===== src/rtl/iod_eye_flag_tracker.sv =====
// Eye-monitor training controller for a PolarFire RX IOD lane: counts early/late
// flags per window and steps the delay line until both flags stay below threshold.
module iod_eye_flag_tracker #(
  parameter int SAMPLE_WINDOW = 16,
  parameter int CLEAR_CYCLES  = 2,
  parameter int SETTLE_CYCLES = 4,
  parameter int THRESH        = 4,
  parameter int MAX_TAP       = 127,
  parameter int MAX_STEPS     = 255
) (
  input  logic       FAB_CLK,
  input  logic       RX_SYNC_RST,
  input  logic       TRAIN_START,
  input  logic       EYE_MONITOR_EARLY,
  input  logic       EYE_MONITOR_LATE,
  input  logic       DELAY_LINE_OUT_OF_RANGE,
  output logic       EYE_MONITOR_CLEAR_FLAGS,
  output logic       DELAY_LINE_LOAD,
  output logic       DELAY_LINE_MOVE,
  output logic       DELAY_LINE_DIRECTION,
  output logic [7:0] TAP_POS,
  output logic [7:0] EARLY_CNT,
  output logic [7:0] LATE_CNT,
  output logic       TRAIN_BUSY,
  output logic       TRAIN_DONE,
  output logic       TRAIN_ERR
);

  typedef enum logic [3:0] {
    S_IDLE, S_LOAD, S_CLEAR, S_SETTLE, S_SAMPLE, S_DECIDE, S_STEP, S_DONE, S_ERR
  } state_t;

  state_t      state, state_nxt;
  logic        e_q, l_q;
  logic [15:0] timer;
  logic [15:0] steps;
  logic [7:0]  tap, early_cnt, late_cnt;
  logic        dir_q, dir_nxt;
  logic        busy, quiet, step_err, start_ok;

  function automatic logic [7:0] sat_inc(input logic [7:0] v, input logic hit);
    if (hit && v != 8'hFF) return v + 8'd1;
    return v;
  endfunction

  // flag register stage: all counting is done on these
  always_ff @(posedge FAB_CLK) begin
    e_q <= EYE_MONITOR_EARLY;
    l_q <= EYE_MONITOR_LATE;
  end

  always_comb begin
    busy     = (state == S_LOAD)   || (state == S_CLEAR) || (state == S_SETTLE) ||
               (state == S_SAMPLE) || (state == S_DECIDE) || (state == S_STEP);
    quiet    = (int'(early_cnt) < THRESH) && (int'(late_cnt) < THRESH);
    start_ok = TRAIN_START && ((state == S_IDLE) || (state == S_DONE) || (state == S_ERR));
    // direction is resolved combinationally so it is already valid in the DECIDE cycle
    dir_nxt  = dir_q;
    if (state == S_DECIDE && !quiet) dir_nxt = (early_cnt > late_cnt);
    step_err = (dir_nxt && tap == 8'(MAX_TAP)) || (!dir_nxt && tap == 8'd0) ||
               (steps == 16'(MAX_STEPS));
    state_nxt = state;
    case (state)
      S_IDLE, S_DONE, S_ERR: if (TRAIN_START) state_nxt = S_LOAD;
      S_LOAD:   state_nxt = S_CLEAR;
      S_CLEAR:  if (timer == 16'(CLEAR_CYCLES - 1))
                  state_nxt = (SETTLE_CYCLES == 0) ? S_SAMPLE : S_SETTLE;
      S_SETTLE: if (timer == 16'(SETTLE_CYCLES - 1)) state_nxt = S_SAMPLE;
      S_SAMPLE: if (timer == 16'(SAMPLE_WINDOW - 1)) state_nxt = S_DECIDE;
      S_DECIDE: state_nxt = quiet ? S_DONE : (step_err ? S_ERR : S_STEP);
      S_STEP:   state_nxt = S_CLEAR;
      default:  state_nxt = S_IDLE;
    endcase
    if (busy && DELAY_LINE_OUT_OF_RANGE) state_nxt = S_ERR;
  end

  always_ff @(posedge FAB_CLK) begin
    if (RX_SYNC_RST) begin
      state     <= S_IDLE;
      timer     <= '0;
      steps     <= '0;
      tap       <= '0;
      early_cnt <= '0;
      late_cnt  <= '0;
      dir_q     <= 1'b0;
    end else begin
      state <= state_nxt;
      timer <= (state_nxt != state) ? 16'd0 : timer + 16'd1;
      dir_q <= dir_nxt;
      if (start_ok) begin
        tap   <= '0;
        steps <= '0;
      end else if (state == S_STEP) begin
        tap   <= dir_q ? tap + 8'd1 : tap - 8'd1;
        steps <= steps + 16'd1;
      end
      if (state_nxt == S_CLEAR && state != S_CLEAR) begin
        early_cnt <= '0;
        late_cnt  <= '0;
      end else if (state == S_SAMPLE) begin
        early_cnt <= sat_inc(early_cnt, e_q);
        late_cnt  <= sat_inc(late_cnt, l_q);
      end
    end
  end

  assign EYE_MONITOR_CLEAR_FLAGS = (state == S_CLEAR);
  assign DELAY_LINE_LOAD         = (state == S_LOAD);
  assign DELAY_LINE_MOVE         = (state == S_STEP);
  assign DELAY_LINE_DIRECTION    = dir_nxt;
  assign TAP_POS                 = tap;
  assign EARLY_CNT               = early_cnt;
  assign LATE_CNT                = late_cnt;
  assign TRAIN_BUSY              = busy;
  assign TRAIN_DONE              = (state == S_DONE);
  assign TRAIN_ERR               = (state == S_ERR);

endmodule


===== config.mk =====
export PLATFORM = sky130hd
export DESIGN_NAME = iod_eye_flag_tracker
export DESIGN_NICKNAME = d
export VERILOG_FILES = /design/src/rtl/iod_eye_flag_tracker.sv
export SDC_FILE = /design/constraint.sdc
export NUM_CORES = 1
export LEC_CHECK = 0
export ABC_AREA = 1
export BUFFER_PORTS_ARGS = -buffer_cell sky130_fd_sc_hd__buf_4
export CAP_MARGIN = 10
export CORE_MARGIN = 2
export CORE_UTILIZATION = 59
export CTS_BUF_LIST = sky130_fd_sc_hd__clkbuf_16
export DETAILED_ROUTE_END_ITERATION = 8
export PLACE_DENSITY = 0.8
export RECOVER_POWER = 50
export SETUP_SLACK_MARGIN = 0.02
export SLEW_MARGIN = 20
export SYNTH_ARGS = -nofsm -noshare
export SYNTH_HDL_FRONTEND = slang
export SYNTH_SLANG_ARGS = --single-unit

===== constraint.sdc =====
create_clock -name FAB_CLK -period 2.54 [get_ports FAB_CLK]
set_input_delay 0.762 -clock FAB_CLK [delete_from_list [all_inputs] [get_ports FAB_CLK]]
set_output_delay 0.762 -clock FAB_CLK [all_outputs]
set_load 0.02 [all_outputs]

* Word-level counts from Yosys, hierarchy flattened
Index checks and enable logic that the tools add are counted.
** Word-level totals
- Register bits :: 63
- Bits of input ports :: 6
- Output and inout bits :: 31
- Word-level logic and storage cells :: 85
** Operators by class
- Add/subtract/negate cells :: 6
- Order comparisons :: 3
- Equal/unequal tests :: 18
- Mux-type cells :: 20
- Reduce and logical (&&, ||, !) cells :: 29
** Operators by type and width (count)
- 16-bit by 1-bit adder with 16-bit output, second input constant :: 2
- 4-bit 2-to-1 mux :: 7
- 8-bit by 1-bit adder with 8-bit output, second input constant :: 3
- 8-bit 2-to-1 mux :: 3
- 4-bit one-hot mux with 6 select lines :: 1
- 16-bit by 1-bit equality test with 1-bit output, second input constant :: 1
- 16-bit by 2-bit equality test with 1-bit output, second input constant :: 1
- 16-bit by 4-bit equality test with 1-bit output, second input constant :: 1
- 16-bit by 8-bit equality test with 1-bit output, second input constant :: 1
- 4-bit by 3-bit equality test with 1-bit output, second input constant :: 4
- 8-bit by 3-bit less-than comparator with 1-bit output, second input constant :: 2
- 8-bit != test, second input constant :: 2
- 4-bit by 2-bit equality test with 1-bit output, second input constant :: 3
- 1-bit logical AND :: 9
- 1-bit logical OR :: 9
- 1-bit 2-to-1 mux :: 9
- 8-bit by 7-bit equality test with 1-bit output, second input constant :: 1
- 8-bit > comparator :: 1
- 8-bit zero test :: 1
- 2-bit OR reduction :: 4
- 8-bit by 1-bit subtractor with 8-bit output, second input constant :: 1
- 4-bit by 1-bit equality test with 1-bit output, second input constant :: 1
- 4-bit equality test, second input constant :: 1
- 4-bit zero test :: 1
- 5 further kinds :: 7

* Longest topological paths before layout
- Depth after elaboration :: 18
- Gate-level depth with buffers :: 20
- Mapped depth without buffers :: 19

* Least setup slack after synthesis
Ideal clock, no wire load.
- Kind :: register to register
- Start point :: register late_cnt[6] (netlist: LATE_CNT[6])
- End point :: register early_cnt[3] (netlist: EARLY_CNT[3])
- Library setup time :: 0.120 ns
- Data arrival time :: 2.324 ns
- Path slack :: 0.096 ns
- Cell stages (with the launch flop) :: 17
- Period minus slack after synthesis :: 2.444 ns
- Cell sequence :: dfxtp_1 > inv_1 > ha_1 > nand2_1 > nor2_1 > nand3_1 > nor2_1 > nor2_1 > nand2_1 > nand2_1 > nand2_1 > nand4_1 > nand2_1 > nand2_2 > o21ai_2 > buf_4 > a21oi_1
** On the way
- Word-level cells in the longest chain between the ends :: 16
** RTL lines
- from (decl) :: RTL line 37 : logic [7:0] tap, early_cnt, late_cnt;
- from (signal assigned) :: RTL line 102 : late_cnt <= sat_inc(late_cnt, l_q);
- 8-bit by 3-bit less-than comparator with 1-bit output :: RTL line 55 : quiet = (int'(early_cnt) < THRESH) && (int'(late_cnt) < THRESH);
- 1-bit logical AND :: RTL line 55
- 1-bit zero test :: RTL line 59 : if (state == S_DECIDE && !quiet) dir_nxt = (early_cnt > late_cnt);
- 1-bit logical AND :: RTL line 59
- 1-bit 2-to-1 mux * :: RTL line 59
- net DELAY_LINE_DIRECTION :: RTL line 20 : output logic DELAY_LINE_DIRECTION,
- 1-bit zero test :: RTL line 60 : step_err = (dir_nxt && tap == 8'(MAX_TAP)) || (!dir_nxt && tap == 8'd0) ||
- 1-bit logical AND :: RTL line 60
- 1-bit logical OR * (2 in a row) :: RTL line 60
- 4-bit 2-to-1 mux * (2 in a row) :: RTL line 70 : S_DECIDE: state_nxt = quiet ? S_DONE : (step_err ? S_ERR : S_STEP);
- 4-bit one-hot mux with 6 select lines * :: RTL line 63 : case (state)
- 4-bit 2-to-1 mux * :: RTL line 74 : if (busy && DELAY_LINE_OUT_OF_RANGE) state_nxt = S_ERR;
- 4-bit by 2-bit equality test with 1-bit output * :: RTL line 97 : if (state_nxt == S_CLEAR && state != S_CLEAR) begin
- 1-bit logical AND * :: RTL line 97
- 2-bit OR reduction (no line) *
- to (signal assigned) :: RTL line 101 : early_cnt <= sat_inc(early_cnt, e_q);
- to (decl) :: RTL line 37
The timed path passes the listed nets; every way through them passes the cells marked *.
A chain may end at the register's enable or synchronous reset.

* Final worst setup path
- Start point :: register late_cnt[1] (netlist: LATE_CNT[1])
- End point :: output port DELAY_LINE_DIRECTION
** On the way
- Word-level cells in the longest chain between the ends :: 5
** RTL lines (RTL line)
- 8-bit by 3-bit less-than comparator with 1-bit output :: 55
- 1-bit logical AND :: 55
- 1-bit zero test :: 59
- 1-bit logical AND :: 59
- 1-bit 2-to-1 mux * :: 59
- to (decl) :: 20
Mark *: on every way between the ends. The rest lies on a longest branch, timed or not.

==> summary.md <==
| Metric | Value |
|---|---|
| Top post-synthesis cells by area | `dfxtp_1 (36%), nand2_1 (10%), nor2_1 (9.3%)` |
| CP Class | `reg -> out` |
| Cell Area, Synth | `0.003487 mm2` |
| Fin nets | `584` |
| Area of the multi-input gates | `0.002038 mm2` |
| Initial Utilization | `59.96%` |
| Die H | `between 80 and 90 um` |
| YS warnings | `0` |
| Area Growth Syn to Fin | `21.60%` |
| Initial antenna violation count | `0` |
| CP arrival | `1.73 ns` |
| Final core utilization | `72.91%` |
| Port Buffers | `36` |
| Io pins | `37` |
| Slew headroom | `54.69%` |
| Sequential share of the synthesized area | `36.17%` |
| Max-Cap Viols | `0` |
| Vias in the first global route | `3056` |
| Post-synth top flop | `dfxtp_1` |
| CP endpoint kind | `output pin` |
| CTS Buffer Depth | `2` |
| ANT cells | `0` |
| Post-CTS Hold Buffers | `0` |
| Drt first pass iters | `4` |
| WL per Instance | `12.90 um` |
| GR Util All Layers | `25.86%` |
| Post-synth cell types | `35` |
| GP Congestion | `roughly 0.89` |
| DRC violations left | `0` |
| Hpwl dp | `~5600 um` |
| H-tree levels | `3` |
| Pwr Total | `2.558 mW` |
| Row cnt | `28` |
| Root buffer cell | `clkbuf_16` |
| Number of enable flip-flop cells after synthesis | `0` |
| DR vias | `3391` |
| 1st-iter DRT viols | `210` |
| Filler cell count | `467` |
| CTS tree | `yes` |
| Clock Sinks | `63` |
| Die width | `80.88 um` |
| Hold Slack | `around 0.48 ns` |
| Fmax | `around 0.40 GHz` |
| Mapped Cells | `around 500` |
| Finished Cell Area | `0.004240 mm2` |
| Share of cells above drive strength 1 | `16.04%` |
| Hold Crit Class | `reg -> reg` |
| Die ar. | `0.006542 mm2` |
| Crit-path max FO | `4` |
| Clk_lat worst skew | `~0.32 ns` |
| Ys async rst share | `0%` |
| Largest net degree at the start of global routing | `17` |
| Worst slew pin tran | `0.6796 ns` |
| Req. time, crit path | `1.78 ns` |
| Peak supply drop | `approximately 0.52 mV` |
| Clock skew | `roughly 0.0066 ns` |
| Antenna-violating nets left | `0` |
| Area after DPL | `about 0.0039 mm2` |
| Leak | `1.835 nW` |
| Setup violations, final | `0` |
| Slew Limit Fails | `0` |
| Synth Register Bits | `63` |
| Period minus WS final | `2.493 ns` |
| Final Cycle Share | `between 90 and 100%` |
| Status | `completed` |
| Clock transition at path regs | `0.05 ns` |
| TritonCTS Buffers | `9` |
| Critical Path Source Type | `flop` |
| Cell type with the largest total area after synthesis | `dfxtp_1` |
| Global-route wire length before repair | `roughly 13000 um` |
| Core Box Area | `a little under 0.006 mm2` |
| Fin Setup TNS | `0 ns` |
| Vias/cell | `5.332` |
| Post-synthesis net count | `about 530` |
| Syn avg cell area | `a little under 7 um2` |
| Post-Route WL | `8203 um` |
| Register area | `0.001282 mm2` |
| Aggregate global routing overflow | `0` |
| PwrDens | `603.2 mW/mm2` |
| Final Hold Fails | `0` |
| Top cell type's share of synthesized area | `36.17%` |
==> cells by family (layout without fill, tap and decap cells) <==
kind of cell               after synthesis  count (layout)  share of synthesized area, %
buffers and inverters                   74             133                         8.288
DFF                                     63              63                         36.17
adders and majority gates               20              20                         7.392
xor gates and xnor gates                24              24                         6.028
and+or+nand+nor                        264             264                         33.08
AOI/OAI and AO/OA                       57              57                         9.042
==> path summary, 6_finish.rpt <==
kind	startpoint	endpoint	slack, ns	cells past startpoint
setup / recovery	LATE_CNT[1]$_SDFFE_PP0P_	DELAY_LINE_DIRECTION	0.05	11
hold / removal	timer[0]$_SDFF_PP0_	timer[0]$_SDFF_PP0_	0.48	1
setup reg to reg	LATE_CNT[7]$_SDFFE_PP0P_	timer[15]$_SDFF_PP0_	0.24	18
hold reg to reg	timer[0]$_SDFF_PP0_	timer[0]$_SDFF_PP0_	0.48	1
==> flip-flops by register name, summed over array words and instances, names as in the netlist <==
name       count
steps         16
timer         16
EARLY_CNT      8
LATE_CNT       8
TAP_POS        8
state          4
dir_q          1
e_q            1
l_q            1
==> per-stage QoR <==
step | setup slack [ns] | cells
2_1_floorplan | 0.09642 | 502
3_5_place_dp | 0.1410 | 616
6_report | 0.04655 | 636
5_1_grt | -0.01090 | 636
3_3_place_gp | 0.2430 | 616
4_1_cts | 0.03227 | 634
==> Yosys cell counts (all sizes together), types with 2 or more instances <==
master and instances:
a211oi 2, a21oi 31, buf 3, dfxtp 63, ha 19, inv 69, nand2 98, nand3 40
nand4 10, nor2 87, nor3 17, nor3b 2, nor4 4, o211ai 2, o21a 2, o21ai 15
o31ai 2, or2 5, xnor2 6, xor2 18
==> worst max-delay path, stage by stage, from the launching register on <==
cell	delay, ns
dfxtp_2	0.36
inv_2	0.06
ha_4	0.26
inv_1	0.03
o21bai_1	0.14
nand2_1	0.07
nand2_1	0.06
nand2_1	0.05
nand2_1	0.09
nand2_2	0.08
nand2_2	0.08
buf_6	0.12
==> cells in the final DEF, fill, tap and decap left out, types with 15 or more instances in the layout <==
cell      synthesis  layout
dfxtp_1          63      52
xor2_1           18      18
nand3_1          40      40
nand2_1          95      90
clkbuf_1          1      15
nor2_1           86      84
buf_4             1      31
inv_1            67      62
a21oi_1          31      31
==> layout make-up <==
class / count / share of cell area [%]
Sequential cell: 63 / 30.24
Tap cell: 75 / 2.213
Timing Repair Buffer: 49 / 7.436
Multi-Input combinational cell: 365 / 48.07
Clock inverter: 5 / 0.4721
Clock buffer: 9 / 5.311
Inverter: 70 / 6.256
==> per-layer routing <==
layer	part of all wire, %	GRT usage, %
met2	48	44.30
met1	45	31.64
met4	2.7	11.02
met5	0	0
met3	4.4	5.000
==> timing repair <==
| action | in CTS | in global routing |
|---|---|---|
| setup endpoints to repair | 1 | 20 |
| pin swaps | 2 | 7 |
| endpoints found under the hold margin | 0 | 0 |
| resized for setup | 11 | 29 |
| setup buffers | 4 | 2 |
==> power by group <==
| group | internal (mW) | switching [mW] |
|---|---|---|
| registers | 1.01 | 0.0320 |
| clock network | 0.631 | 0.401 |
| logic | 0.146 | 0.336 |
| total | 1.79 | 0.769 |
(Power assumes the default switching activity.)
